--- config.mk ---
export PLATFORM = sky130hd
export DESIGN_NAME = svpwm_gen
export DESIGN_NICKNAME = d
export VERILOG_FILES = /design/src/rtl/svpwm_gen_pkg.sv /design/src/rtl/svpwm_gen_dt.sv /design/src/rtl/svpwm_gen.sv
export SDC_FILE = /design/constraint.sdc
export NUM_CORES = 1
export LEC_CHECK = 0
export ABC_AREA = 1
export ABC_CLOCK_PERIOD_IN_PS = 4800
export BUFFER_PORTS_ARGS = -buffer_cell sky130_fd_sc_hd__buf_4
export CELL_PAD_IN_SITES_DETAIL_PLACEMENT = 0
export CELL_PAD_IN_SITES_GLOBAL_PLACEMENT = 1
export CORE_UTILIZATION = 30
export CTS_CLUSTER_DIAMETER = 60
export DETAILED_ROUTE_END_ITERATION = 10
export PLACE_DENSITY_LB_ADDON = 0.1
export REMOVE_ABC_BUFFERS = 1
export SLEW_MARGIN = 15
export SYNTH_ARGS = -nofsm -noshare
export SYNTH_HDL_FRONTEND = slang
export SYNTH_HIERARCHICAL = 1
export SYNTH_SLANG_ARGS = --single-unit
--- constraint.sdc ---
create_clock -name clock -period 4.8 [get_ports clock]
set_input_delay 0 -clock clock [delete_from_list [all_inputs] [get_ports clock]]
set_output_delay 0 -clock clock [all_outputs]
set_load 0.1 [all_outputs]
--- src/rtl/svpwm_gen_pkg.sv ---
// Shared parameters and types for the svpwm_gen space-vector PWM slice.
// Build option SVPWM_DEADTIME_EN enables the per-phase dead-time inserter.
package tdef_prm;
  localparam int NPH_D = 3;
  localparam int WIDTH_D = 18;
  localparam int PERIOD_D = 1000;
  localparam int DT_D = 10;
endpackage

package tdef_pkg;
  import tdef_prm::*;
  localparam int CW_D = $clog2(PERIOD_D + 1);

  typedef enum logic {UP, DOWN} svpwm_dir_t;
  typedef logic [CW_D-1:0] svpwm_duty_t;
  typedef logic signed [NPH_D-1:0][WIDTH_D-1:0] svpwm_volt_t;

  typedef struct packed {
    logic clk;
    logic rstn;
    logic ce;
  } clock_t;

  typedef enum logic [1:0] {
    OFF_DEAD,
    H_ON,
    L_ON
  } dt_state_t;
endpackage

--- src/rtl/svpwm_gen_dt.sv ---
// Per-phase dead-time inserter for svpwm_gen (used with SVPWM_DEADTIME_EN).
// A side turns on only after raw has been stable DT cycles with both sides off.
module svpwm_dt
  import tdef_pkg::*;
#(
  parameter int DT = 10
) (
  input  logic clk,
  input  logic rst_n,
  input  logic raw,
  input  logic en,
  output logic h,
  output logic l
);
  localparam int TW = $clog2(DT + 1);

  dt_state_t state, state_n;
  logic [TW-1:0] cnt, cnt_n;
  logic raw_d;

  always_ff @(posedge clk or negedge rst_n) begin
    if (!rst_n) begin
      state <= OFF_DEAD;
      cnt <= '0;
      raw_d <= 1'b0;
    end else begin
      state <= state_n;
      cnt <= cnt_n;
      raw_d <= raw;
    end
  end

  always_comb begin
    state_n = state;
    cnt_n = cnt;
    if (!en) begin
      state_n = OFF_DEAD;
      cnt_n = '0;
    end else begin
      unique case (state)
        H_ON: begin
          if (!raw) begin
            state_n = OFF_DEAD;
            cnt_n = '0;
          end
        end
        L_ON: begin
          if (raw) begin
            state_n = OFF_DEAD;
            cnt_n = '0;
          end
        end
        default: begin
          // a change during the dead gap restarts it
          if (raw != raw_d) cnt_n = '0;
          else if (cnt == TW'(DT - 1)) state_n = raw ? H_ON : L_ON;
          else cnt_n = cnt + 1'b1;
        end
      endcase
    end
  end

  assign h = en & (state == H_ON);
  assign l = en & (state == L_ON);
endmodule

--- src/rtl/svpwm_gen.sv ---
// N-phase SVPWM: min/max zero-sequence, duty scaling, double-buffered duties.
// Build option SVPWM_DEADTIME_EN adds a dead-time inserter per phase.
module svpwm_gen
  import tdef_pkg::*;
  import tdef_prm::*;
#(
  parameter int NPH = NPH_D,
  parameter int WIDTH = WIDTH_D,
  parameter int PERIOD = PERIOD_D,
  parameter int CW = $clog2(PERIOD + 1),
  parameter int UPDATE_MODE = 0,
  parameter int DT = DT_D
) (
  input  clock_t                          clock,
  input  logic                            en,
  input  logic signed [NPH-1:0][WIDTH-1:0] voltage_data,
  input  logic                            voltage_val,
  output logic [NPH-1:0]                  pwm_h,
  output logic [NPH-1:0]                  pwm_l,
  output logic                            sync,
  output logic                            ovr
);
  localparam int SW = WIDTH + 1;
  localparam int UW = WIDTH + 2;
  localparam int PW = WIDTH + 1 + CW;
  localparam logic [UW-1:0] HALF =
    {{(UW-WIDTH){1'b0}}, 1'b1, {(WIDTH-1){1'b0}}};
  localparam logic [UW-1:0] FULL = {2'b01, {WIDTH{1'b0}}};

  logic clk, rst_n, unused_ce;
  assign clk = clock.clk;
  assign rst_n = clock.rstn;
  assign unused_ce = clock.ce;

  logic signed [WIDTH-1:0] vmax, vmin, max1, min1;
  logic signed [SW-1:0] sum1, off1, off2;
  logic [NPH-1:0][WIDTH-1:0] v1, v2;
  logic [NPH-1:0][UW-1:0] us;
  logic [NPH-1:0][WIDTH:0] uc, u3;
  logic [PW-1:0] prod;
  logic [NPH-1:0][CW-1:0] duty4, shadow, active;
  logic val1, val2, val3, shadow_full;

  always_comb begin
    vmax = $signed(voltage_data[0]);
    vmin = $signed(voltage_data[0]);
    for (int i = 1; i < NPH; i++) begin
      if ($signed(voltage_data[i]) > vmax) vmax = $signed(voltage_data[i]);
      if ($signed(voltage_data[i]) < vmin) vmin = $signed(voltage_data[i]);
    end
  end

  assign sum1 = SW'(max1) + SW'(min1);
  assign off1 = -(sum1 >>> 1);

  always_comb begin
    us = '0;
    uc = '0;
    for (int i = 0; i < NPH; i++) begin
      us[i] = UW'($signed(v2[i])) + UW'(off2) + HALF;
      if (us[i][UW-1]) uc[i] = '0;
      else if (us[i] > FULL) uc[i] = FULL[WIDTH:0];
      else uc[i] = us[i][WIDTH:0];
    end
  end

  always_comb begin
    prod = '0;
    duty4 = '0;
    for (int i = 0; i < NPH; i++) begin
      prod = PW'(u3[i]) * PW'(PERIOD);
      duty4[i] = CW'(prod >> WIDTH);
    end
  end

  always_ff @(posedge clk or negedge rst_n) begin
    if (!rst_n) begin
      {val1, val2, val3} <= '0;
      {max1, min1, off2} <= '0;
      {v1, v2, u3} <= '0;
    end else begin
      val1 <= voltage_val;
      val2 <= val1;
      val3 <= val2;
      if (voltage_val) begin
        v1 <= voltage_data;
        max1 <= vmax;
        min1 <= vmin;
      end
      if (val1) begin
        v2 <= v1;
        off2 <= off1;
      end
      if (val2) u3 <= uc;
    end
  end

  svpwm_dir_t dir;
  logic [CW-1:0] cnt;
  logic peak, valley, evt, load, valley_q, armed, gate;
  logic [NPH-1:0] raw_q;

  assign peak = en & (dir == UP) & (cnt == CW'(PERIOD - 1));
  assign valley = en & (dir == DOWN) & (cnt == '0);
  assign evt = valley | ((UPDATE_MODE == 1) & peak);
  assign load = evt & shadow_full;
  assign gate = en & armed;

  always_ff @(posedge clk or negedge rst_n) begin
    if (!rst_n) begin
      dir <= UP;
      cnt <= '0;
    end else if (!en) begin
      dir <= UP;
      cnt <= '0;
    end else begin
      unique case (dir)
        UP: if (peak) dir <= DOWN; else cnt <= cnt + 1'b1;
        DOWN: if (valley) dir <= UP; else cnt <= cnt - 1'b1;
      endcase
    end
  end

  always_ff @(posedge clk or negedge rst_n) begin
    if (!rst_n) begin
      shadow <= '0;
      active <= '0;
      shadow_full <= 1'b0;
      {sync, ovr, valley_q, armed} <= '0;
      raw_q <= '0;
    end else begin
      // a load and a write together: load takes the old shadow
      if (load) active <= shadow;
      if (val3) shadow <= duty4;
      shadow_full <= val3 | (shadow_full & ~load);
      ovr <= val3 & shadow_full & ~load;
      sync <= evt;
      valley_q <= valley;
      armed <= en & (armed | valley_q);
      for (int i = 0; i < NPH; i++) raw_q[i] <= cnt < active[i];
    end
  end

`ifdef SVPWM_DEADTIME_EN
  for (genvar g = 0; g < NPH; g++) begin : g_dt
    svpwm_dt #(.DT(DT)) u_dt (
      .clk  (clk),
      .rst_n(rst_n),
      .raw  (raw_q[g]),
      .en   (gate),
      .h    (pwm_h[g]),
      .l    (pwm_l[g])
    );
  end
`else
  logic [31:0] unused_dt;
  assign unused_dt = 32'(DT);
  assign pwm_h = gate ? raw_q : '0;
  assign pwm_l = gate ? ~raw_q : '0;
`endif
endmodule

==> run metrics, run 1 <==
outcome finished with violations; failing checks negative hold slack; Comb power frac 0.567; Final nets 4,254; Peak supply drop about 0.00037 V; GPL Wtd Cong about 0.85; sw power 13,500 uW; die height ~310 um; Buf/Inv on CP 0; end point of the critical path shadow[27]$_DFFE_PN0P_; Initial Util 0.304; largest net degree at the start of global routing 62; vias approximately 23,000; Detail Route Antenna Nets 0; Post-DP HPWL around 64 mm; critical path depth 13; crit-path cells fa_1 -> fa_1 -> fa_1 -> fa_1 -> ha_1 -> nand2_1 -> nor4_1 -> nand3_1 -> or2_2 -> nand3_1 -> a31o_2 -> or2_2 -> a31oi_1; layout cells sized above 1 0.0956; Largest delay share family, worst path adder cells; synth unique cells 58; post-synthesis sequential area ratio 0.269; Setup crit start u3[49]$_DFFE_PN0P_; RR Endpoint shadow[27]$_DFFE_PN0P_; Rows 111; Area contributors post-synth dfrtp_1 (27%), ha_1 (17%), fa_1 (14%); Yosys warnings 6; Critical Path RT 5250 ps; Hold Fails Final Rpt about 300; cell taking the most area after synthesis dfrtp_1; final setup vio count 0; CTS tree yes; Critical Path AT between 4000 and 5000 ps; Multi-input gate area between 0.015 and 0.02 mm^2; IO buf count 64; final core occ 0.372; Final period util 0.925; Avg WL per Cell between 15 and 20 um; worst-margin pin slew around 1100 ps; Worst setup EP type flop; I/O pin count 67; DRC 0; first-pass GRT wire length ~130 mm; reported max-cap violation count 0; vias in the first global route around 25,000; initial antenna violation count 0; total congestion overflow 0; Fmax ~230 MHz; cell count after synthesis 3,423; critical path type flop to flop; Synth top area share 0.269; Hold Slack -324 ps; Die X roughly 310 um; leakage about 0.018 uW; CP Max Fanout 7; first-pass iteration count of the detailed router 5; Post-Syn Area about 0.028 mm^2; Area Overhead vs Synth 22.4%; wire length after detailed routing 82.9 mm; Critical Path Source Type flop; critical-path cell with the highest stage delay fa_1; switching portion of total power 0.508; Filler Cell Count about 9,600; Mean Syn Cell Area just over 8 um^2; Worst slew margin 0.278; Core ar. ~0.092 mm^2; setup tns final 0 ps; Reg area 0.00755 mm^2; Reg2Reg Setup Slack 360 ps; Most Frequent Cell on Critical Path fa_1; skew final ~31 ps; register share of total power 0.141; worst skew pair latency 600 ps; #FFs+latches synth roughly 300; Max Slew Vio Count 0; die area around 0.094 mm^2; minimum clock period 4440 ps; min-delay worst type clock port to async pin; Int Pwr 13,100 uW; Worst-path clk slew around 60 ps; 1st-iter DRT viols ~1,000; Vias/cell approximately 4.7; GRT Overall Usage 0.182; power share of the clock group 0.292; R2R Path Start u3[49]$_DFFE_PN0P_; PD cells roughly 780 mW/mm^2; worst reg-to-reg path cell count 13; max incr delay on CP about 580 ps; RSZ-0062 raised after global routing false; setup bufs post-CTS 0
repair_timing:
action / CTS / global route
resized for setup: 0 / 18
hold endpoints to repair: 103 / 0
hold buffers: 83 / 0
endpoints found under the setup margin: 0 / 14
sequential cells by signal, indices dropped and copies added (netlist names), 3 cells and up:
signal	count
u3	57
shadow	30
min1	18
v1	54
max1	18
raw_q	3
active	30
cnt	10
v2	54
off2	19
kinds of logic after synthesis:
kind of cell	Yosys count	share of synthesized area
buf+inv	515	0.0710
simple gates	1444	0.218
xor+xnor	86	0.0291
flops	301	0.269
fa+ha+maj	576	0.311
compound gates	501	0.101
worst min path at each step:
stage                                 end
global placement    active[0]$_DFFE_PN0P_
CTS                    v2[16]$_DFFE_PN0P_
finish                  u3[8]$_DFFE_PN0P_
floorplan           active[0]$_DFFE_PN0P_
global route            u3[8]$_DFFE_PN0P_
detailed placement  active[0]$_DFFE_PN0P_
stage by stage:
step                power (uW)  instances  setup WS (ps)  area, um^2  hold WS (ps)
global placement         19000       4677            122       29900          -296
CTS                      27400       4943           85.4       34200          -316
floorplan                15000       3348            567       27600          -296
finish                   26600       4947            362       34200          -324
detailed placement       19100       4677            124       29900          -296
global route             30000       4945           38.0       34200          -328
layout make-up:
type / instances / area share
antenna: 2 / 0.000146
clock buffer: 115 / 0.0761
clock inverter: 68 / 0.0257
inverter: 440 / 0.0482
multi-input combinational: 2608 / 0.540
sequential: 301 / 0.220
tap: 1243 / 0.0454
timing repair buffer: 170 / 0.0441
synth_stat cells (all sizes together):
library cell  number
a211oi             8
a21boi             6
a21o              14
a21oi            169
a221oi             1
a31o               4
a31oi             14
and2               2
and3               2
buf               15
clkbuf            60
clkinv             2
dfrtp            301
fa               200
ha               376
inv              438
nand2            952
nand2b             1
nand3            194
nand3b            22
nand4             34
nor2             181
nor3              20
nor3b              2
nor4              17
o211ai            22
o21a               5
o21ai            241
o21bai            12
o221ai             2
o31ai              3
or2               14
or2b               2
or4                1
xnor2             47
xor2              39
metal layers:
layer | track usage | up-vias | wire length, um
li1 | - | 11600 | -
met1 | 0.228 | 10800 | 38700
met2 | 0.284 | 430 | 37900
met3 | 0.0514 | 171 | 3340
met4 | 0.0982 | 0 | 2920
met5 | 0 | - | 0
power groups by stage:
stage / Clock [uW] / Combinational (uW) / Sequential (uW)
after detailed placement: 0 / 15200 / 3840
final: 7770 / 15100 / 3750
after CTS: 8180 / 15400 / 3780
after floorplan: 0 / 11500 / 3470
after global placement: 0 / 15200 / 3830
after global routing: 8410 / 17700 / 3840
worst reg2reg max path, cell delays in order (launching register included):
cell and delay, ps:
dfrtp_2 490, fa_1 530, fa_1 580, fa_1 450
fa_1 490, ha_1 400, nand2_1 130, nor4_1 380
nand3_1 110, or2_2 280, nand3_1 140, a31o_2 180
or2_2 100, a31oi_1 60
placed cells by master (no fill, tap or decap), drive strengths merged, types with 115 or more instances in the layout:
cell type / Yosys / final
a21oi: 169 / 169
clkbuf: 60 / 115
ha: 376 / 376
nand3: 194 / 194
nand2: 952 / 952
o21ai: 241 / 242
inv: 438 / 463
fa: 200 / 200
nor2: 181 / 181
dfrtp: 301 / 301
Note: power is estimated with default switching activity, not from simulation.
==> inputs of run 2 (changes only) <==
--- a/config.mk
+++ b/config.mk
@@ -11,10 +11,9 @@
 export CELL_PAD_IN_SITES_DETAIL_PLACEMENT = 0
 export CELL_PAD_IN_SITES_GLOBAL_PLACEMENT = 1
 export CORE_UTILIZATION = 30
-export CTS_CLUSTER_DIAMETER = 60
+export CTS_CLUSTER_DIAMETER = 150
 export DETAILED_ROUTE_END_ITERATION = 10
 export PLACE_DENSITY_LB_ADDON = 0.1
-export REMOVE_ABC_BUFFERS = 1
 export SLEW_MARGIN = 15
 export SYNTH_ARGS = -nofsm -noshare
 export SYNTH_HDL_FRONTEND = slang
==> run metrics, run 2 (same netlist as run 1, synthesis figures left out) <==
crit-path cells fa_1 -> fa_1 -> fa_1 -> fa_1 -> ha_1 -> nand2_1 -> nor4_1 -> nand3_1 -> or2_2 -> nand3_1 -> a31o_2 -> or2_2 -> a31oi_1; first-pass GRT wire length 132 mm (-1.4%); CTS tree yes; CP Max Fanout 7 (unchanged); setup tns final 0 ps (unchanged); Max Slew Vio Count 0 (unchanged); final setup vio count 0 (unchanged); minimum clock period 4490 ps (+55.1 ps); Core ar. 0.0921 mm^2 (unchanged); Peak supply drop 0.000282 V (-23%); syn_nets 4,058; final core occ 0.366 (-0.00613); PD cells 762 mW/mm^2 (-2.0%); worst reg-to-reg path cell count 13 (unchanged); min-delay worst type clock port to async pin; worst-margin pin slew 1050 ps (-28.8 ps); die height 307 um (unchanged); Fmax 223 MHz (-1.2%); Worst-path clk slew 60 ps (about the same); Worst slew margin 0.296 (+0.0182); top flop regs u3 x57, v1 x54, v2 x54; Vias/cell 4.67 (about the same); worst skew pair latency 590 ps (about the same); Rows 111 (unchanged); Area Overhead vs Synth 20.4%; critical path type flop to flop; Hold Fails Final Rpt 301 (unchanged); initial antenna violation count 0 (unchanged); vias in the first global route 24,800 (-0.64%); vias 23,000 (-0.39%); first-pass iteration count of the detailed router 6 (+1); I/O pin count 67 (unchanged); GPL Wtd Cong 0.834 (-2.4%); Post-DP HPWL 64.3 mm (-0.28%); commonest cells after routing, fill and taps aside nand2_1 (941), inv_1 (433), ha_1 (376), dfrtp_1 (295), o21ai_0 (213); Inserted Diodes 0 (-2); Initial Util 0.304 (unchanged); Critical Path RT 5240 ps (about the same); IO buf count 64 (unchanged); outcome finished with violations; Critical Path AT 4930 ps (+40 ps); Die X 307 um (unchanged); Final nets 4,255 (+0.024%); Biggest register u3; RSZ-0062 raised after global routing false; Critical Path Source Type flop; Avg WL per Cell 16.5 um (-1.6%); GRT Overall Usage 0.179 (-0.00327); critical-path cell with the highest stage delay fa_1; max reg flops 57 (unchanged); DP Area 0.0300 mm^2 (+0.43%); Filler Cell Count 9,544 (-0.80%); most common cell after layout, fill and taps aside nand2_1; layout cells sized above 1 0.0872 (-0.00840); 1st-iter DRT viols 1,026 (+2.5%); DRC 0 (unchanged); skew final 31.8 ps (+0.741 ps); Worst setup EP type flop; leakage 0.0176 uW (-1.3%); Hold Slack -325 ps (-1.72 ps); Final period util 0.936 (+0.0115); failing checks negative hold slack; die area 0.0945 mm^2 (unchanged); max incr delay on CP 590 ps (about the same); final instance area 0.0337 mm^2 (-1.6%); wire length after detailed routing 81.2 mm (-2.1%); Most Frequent Cell on Critical Path fa_1; reported max-cap violation count 0 (unchanged); largest net degree at the start of global routing 70 (+13%); total congestion overflow 0 (unchanged); Detail Route Antenna Nets 0 (unchanged)
==> run 2: layout make-up <==
class,count,area [um^2],area share
clock buffers,102,2260,0.0672
well taps,1243,1560,0.0462
clock inverters,47,604,0.0179
repair buffers,183,1590,0.0471
multi-input cells,2607,18500,0.549
flip-flops and latches,301,7540,0.224
inverters,440,1650,0.0490
==> run 2: routing by layer <==
metal	wire, um	up-vias	share of wire	global-route usage
li1	-	11600	-	-
met1	36600	10800	0.45	0.214
met2	38200	374	0.47	0.287
met3	3240	160	0.040	0.0511
met4	3130	0	0.039	0.102
met5	0	-	0	0
==> run 2: worst max-delay path: cells and delay by family (launching register included) <==
kind	cells	cell delay, ps
fa+ha+maj	5	2470
simple gates	6	1150
flops	1	500
compound gates	2	250
==> run 2: stage by stage <==
stage | instances | power (uW) | worst slack, ps | hold WS, ps
floorplan | 3423 | 15100 | 576 | -296
CTS | 4923 | 26400 | 18.1 | -318
global route | 4923 | 28900 | 17.5 | -326
detailed placement | 4694 | 19100 | 9.67 | -296
global placement | 4694 | 19000 | 102 | -296
finish | 4923 | 25700 | 307 | -325
==> run 2: worst paths after layout <==
kind                                          from                      to  slack [ps]
worst max-delay path            u3[50]$_DFFE_PN0P_  shadow[27]$_DFFE_PN0P_         310
worst min-delay path                      clock[1]      v2[33]$_DFFE_PN0P_        -330
worst max register to register  u3[50]$_DFFE_PN0P_  shadow[27]$_DFFE_PN0P_         310
worst min register to register  v1[46]$_DFFE_PN0P_      v2[46]$_DFFE_PN0P_         470
max in group asynchronous                 clock[1]   shadow[0]$_DFFE_PN0P_        4960
min in group clock                              en         armed$_DFF_PN0_         230
==> run 2: power breakdown <==
part           leakage [uW]  internal [uW]  switching [uW]  total (uW)
Combinational        0.0126           5930            9270       15200
Clock               0.00138           3940            2840        6780
Sequential          0.00365           2770             909        3680
Total                0.0176          12600           13000       25700
==> run 2: repair_timing <==
item	CTS	global route
endpoints found under the hold margin	102	0
endpoints found under the setup margin	0	10
setup buffers	0	0
hold buffers	80	0
resized for setup	0	12
==> inputs of run 3 (changes only) <==
--- a/config.mk
+++ b/config.mk
@@ -8,9 +8,10 @@
 export ABC_AREA = 1
 export ABC_CLOCK_PERIOD_IN_PS = 4800
 export BUFFER_PORTS_ARGS = -buffer_cell sky130_fd_sc_hd__buf_4
+export CAP_MARGIN = 10
 export CELL_PAD_IN_SITES_DETAIL_PLACEMENT = 0
 export CELL_PAD_IN_SITES_GLOBAL_PLACEMENT = 1
-export CORE_UTILIZATION = 30
+export CORE_UTILIZATION = 45
 export CTS_CLUSTER_DIAMETER = 150
 export DETAILED_ROUTE_END_ITERATION = 10
 export PLACE_DENSITY_LB_ADDON = 0.1
==> run metrics, run 3 (same netlist as run 1, synthesis figures left out) <==
Vias/cell 5.12 (+9.7%); die height 251 um (-18%); setup tns final 0 ps (unchanged); Fmax 224 MHz (+0.42%); first-pass iteration count of the detailed router 5 (-1); Worst setup EP type flop; Avg WL per Cell 16.5 um (+0.38%); dpl ws 80.3 ps (+70.6 ps); IO buf count 64 (unchanged); outcome finished with violations; total congestion overflow 0 (unchanged); layout cells sized above 1 0.0886 (+0.00133); top flop regs u3 x57, v1 x54, v2 x54; worst skew pair latency 580 ps (about the same); CTS tree yes; final instance area 0.0331 mm^2 (-1.7%); skew final 34.6 ps (+2.79 ps); R2R Path Start u3[1]$_DFFE_PN0P_; Rows 91 (-18%); Final nets 4,253 (-0.047%); largest net degree at the start of global routing 74 (+5.7%); initial antenna violation count 0 (unchanged); setup bufs post-CTS 0 (unchanged); Worst-path clk slew 70 ps (about the same); leakage 0.0176 uW (-0.15%); minimum clock period 4470 ps (-19.0 ps); Biggest register u3; reported max-cap violation count 0 (unchanged); RSZ-0062 raised after global routing false; Reg2Reg Setup Slack 330 ps (+20 ps); worst reg-to-reg path cell count 17 (+4); commonest cells after routing, fill and taps aside nand2_1 (940), inv_1 (433), ha_1 (376), dfrtp_1 (294), o21ai_0 (214); max reg flops 57 (unchanged); GRT Overall Usage 0.247 (+0.0674); PD cells 763 mW/mm^2 (+0.12%); final setup vio count 0 (unchanged); Core ar. 0.0616 mm^2 (-33%); Critical Path AT 4910 ps (-20 ps); most common cell after layout, fill and taps aside nand2_1; Die X 251 um (-18%); Post-DP HPWL 58.5 mm (-9.1%); Critical Path RT 5240 ps (about the same); placed cells 4,289 (-8.6%); RR Endpoint shadow[5]$_DFFE_PN0P_; DRC 0 (unchanged); Detail Route Antenna Nets 0 (unchanged); Peak supply drop 0.000353 V (+25%); Worst slew margin 0.287 (-0.00981); syn_nets 4,058 (unchanged); Hold Slack -341 ps (-15.5 ps); min-delay worst type clock port to async pin; first-pass GRT wire length 122 mm (-7.4%); CP Max Fanout 5 (-2); Area Overhead vs Synth 18.4%; I/O pin count 67 (unchanged); final worst slack 326 ps (+19.0 ps); critical path type flop to flop; DP Area 0.0295 mm^2 (-1.7%); Inserted Diodes 0 (unchanged); Final period util 0.932 (-0.00395); vias in the first global route 24,400 (-1.5%); Max Slew Vio Count 0 (unchanged); total power 25,300 uW (-1.5%); wire length after detailed routing 74.8 mm (-7.9%); GPL Wtd Cong 0.949 (+14%); die area 0.0632 mm^2 (-33%); worst-margin pin slew 1070 ps (+16.3 ps); Initial Util 0.454 (+0.150); 1st-iter DRT viols 1,240 (+21%); failing checks negative hold slack; Critical Path Source Type flop; Hold Fails Final Rpt 301 (unchanged); Finished Layout Cells 4,518 (-8.2%); vias 23,100 (+0.64%)
==> run 3: worst max path at each step <==
| stage | to | cells past startpoint | start | slack [ps] |
|---|---|---|---|---|
| 3_3_place_gp | shadow[9]$_DFFE_PN0P_ | 20 | u3[1]$_DFFE_PN0P_ | 200 |
| 3_5_place_dp | shadow[5]$_DFFE_PN0P_ | 17 | u3[1]$_DFFE_PN0P_ | 80 |
| 5_1_grt | max1[2]$_DFFE_PN0P_ | 26 | voltage_data[17] | 4 |
| 4_1_cts | shadow[5]$_DFFE_PN0P_ | 17 | u3[1]$_DFFE_PN0P_ | 70 |
| 6_report | shadow[5]$_DFFE_PN0P_ | 17 | u3[1]$_DFFE_PN0P_ | 330 |
| 2_1_floorplan | shadow[24]$_DFFE_PN0P_ | 17 | u3[40]$_DFFE_PN0P_ | 580 |
==> run 3: area by class of cell <==
| cell class | instances | area (um^2) |
|---|---|---|
| fillers | 5836 | 28500 |
| clock inverters | 51 | 579 |
| multi-input cells | 2607 | 18500 |
| clock buffers | 96 | 2180 |
| repair buffers | 186 | 1620 |
| flip-flops and latches | 301 | 7540 |
| inverters | 440 | 1650 |
| well taps | 837 | 1050 |
==> run 3: metal layers <==
metal	wire length (um)	part of all wire	GRT usage
met3	2800	0.037	0.0654
met4	3410	0.046	0.149
met1	33200	0.44	0.292
met2	35400	0.47	0.401
met5	0	0	0
==> run 3: power breakdown <==
group	leakage (uW)	switching (uW)	internal, uW
logic	0.0126	9180	5920
registers	0.00365	889	2770
clock network	0.00134	2810	3700
==> run 3: stage by stage <==
step	hold slack, ps	util
final	-341	0.538
after global routing	-345	0.538
after CTS	-343	0.537
after detailed placement	-296	0.479
after global placement	-296	0.479
after floorplan	-296	-
==> run 3: repair_timing <==
item	in CTS	in global routing
resized for setup	0	14
hold buffers	81	0
setup endpoints to repair	0	16
hold endpoints to repair	102	0
==> run 3: worst max-delay path, stage by stage (launching register included) <==
cell,delay (ps)
dfrtp_1,450
fa_1,540
fa_1,560
inv_1,60
fa_1,500
inv_1,50
fa_1,440
ha_1,310
a21o_1,180
a31oi_2,220
inv_1,100
nand2_1,60
nand2_1,60
a21boi_1,250
o21ai_1,160
or2_2,290
nand3_1,70
nand2_1,60
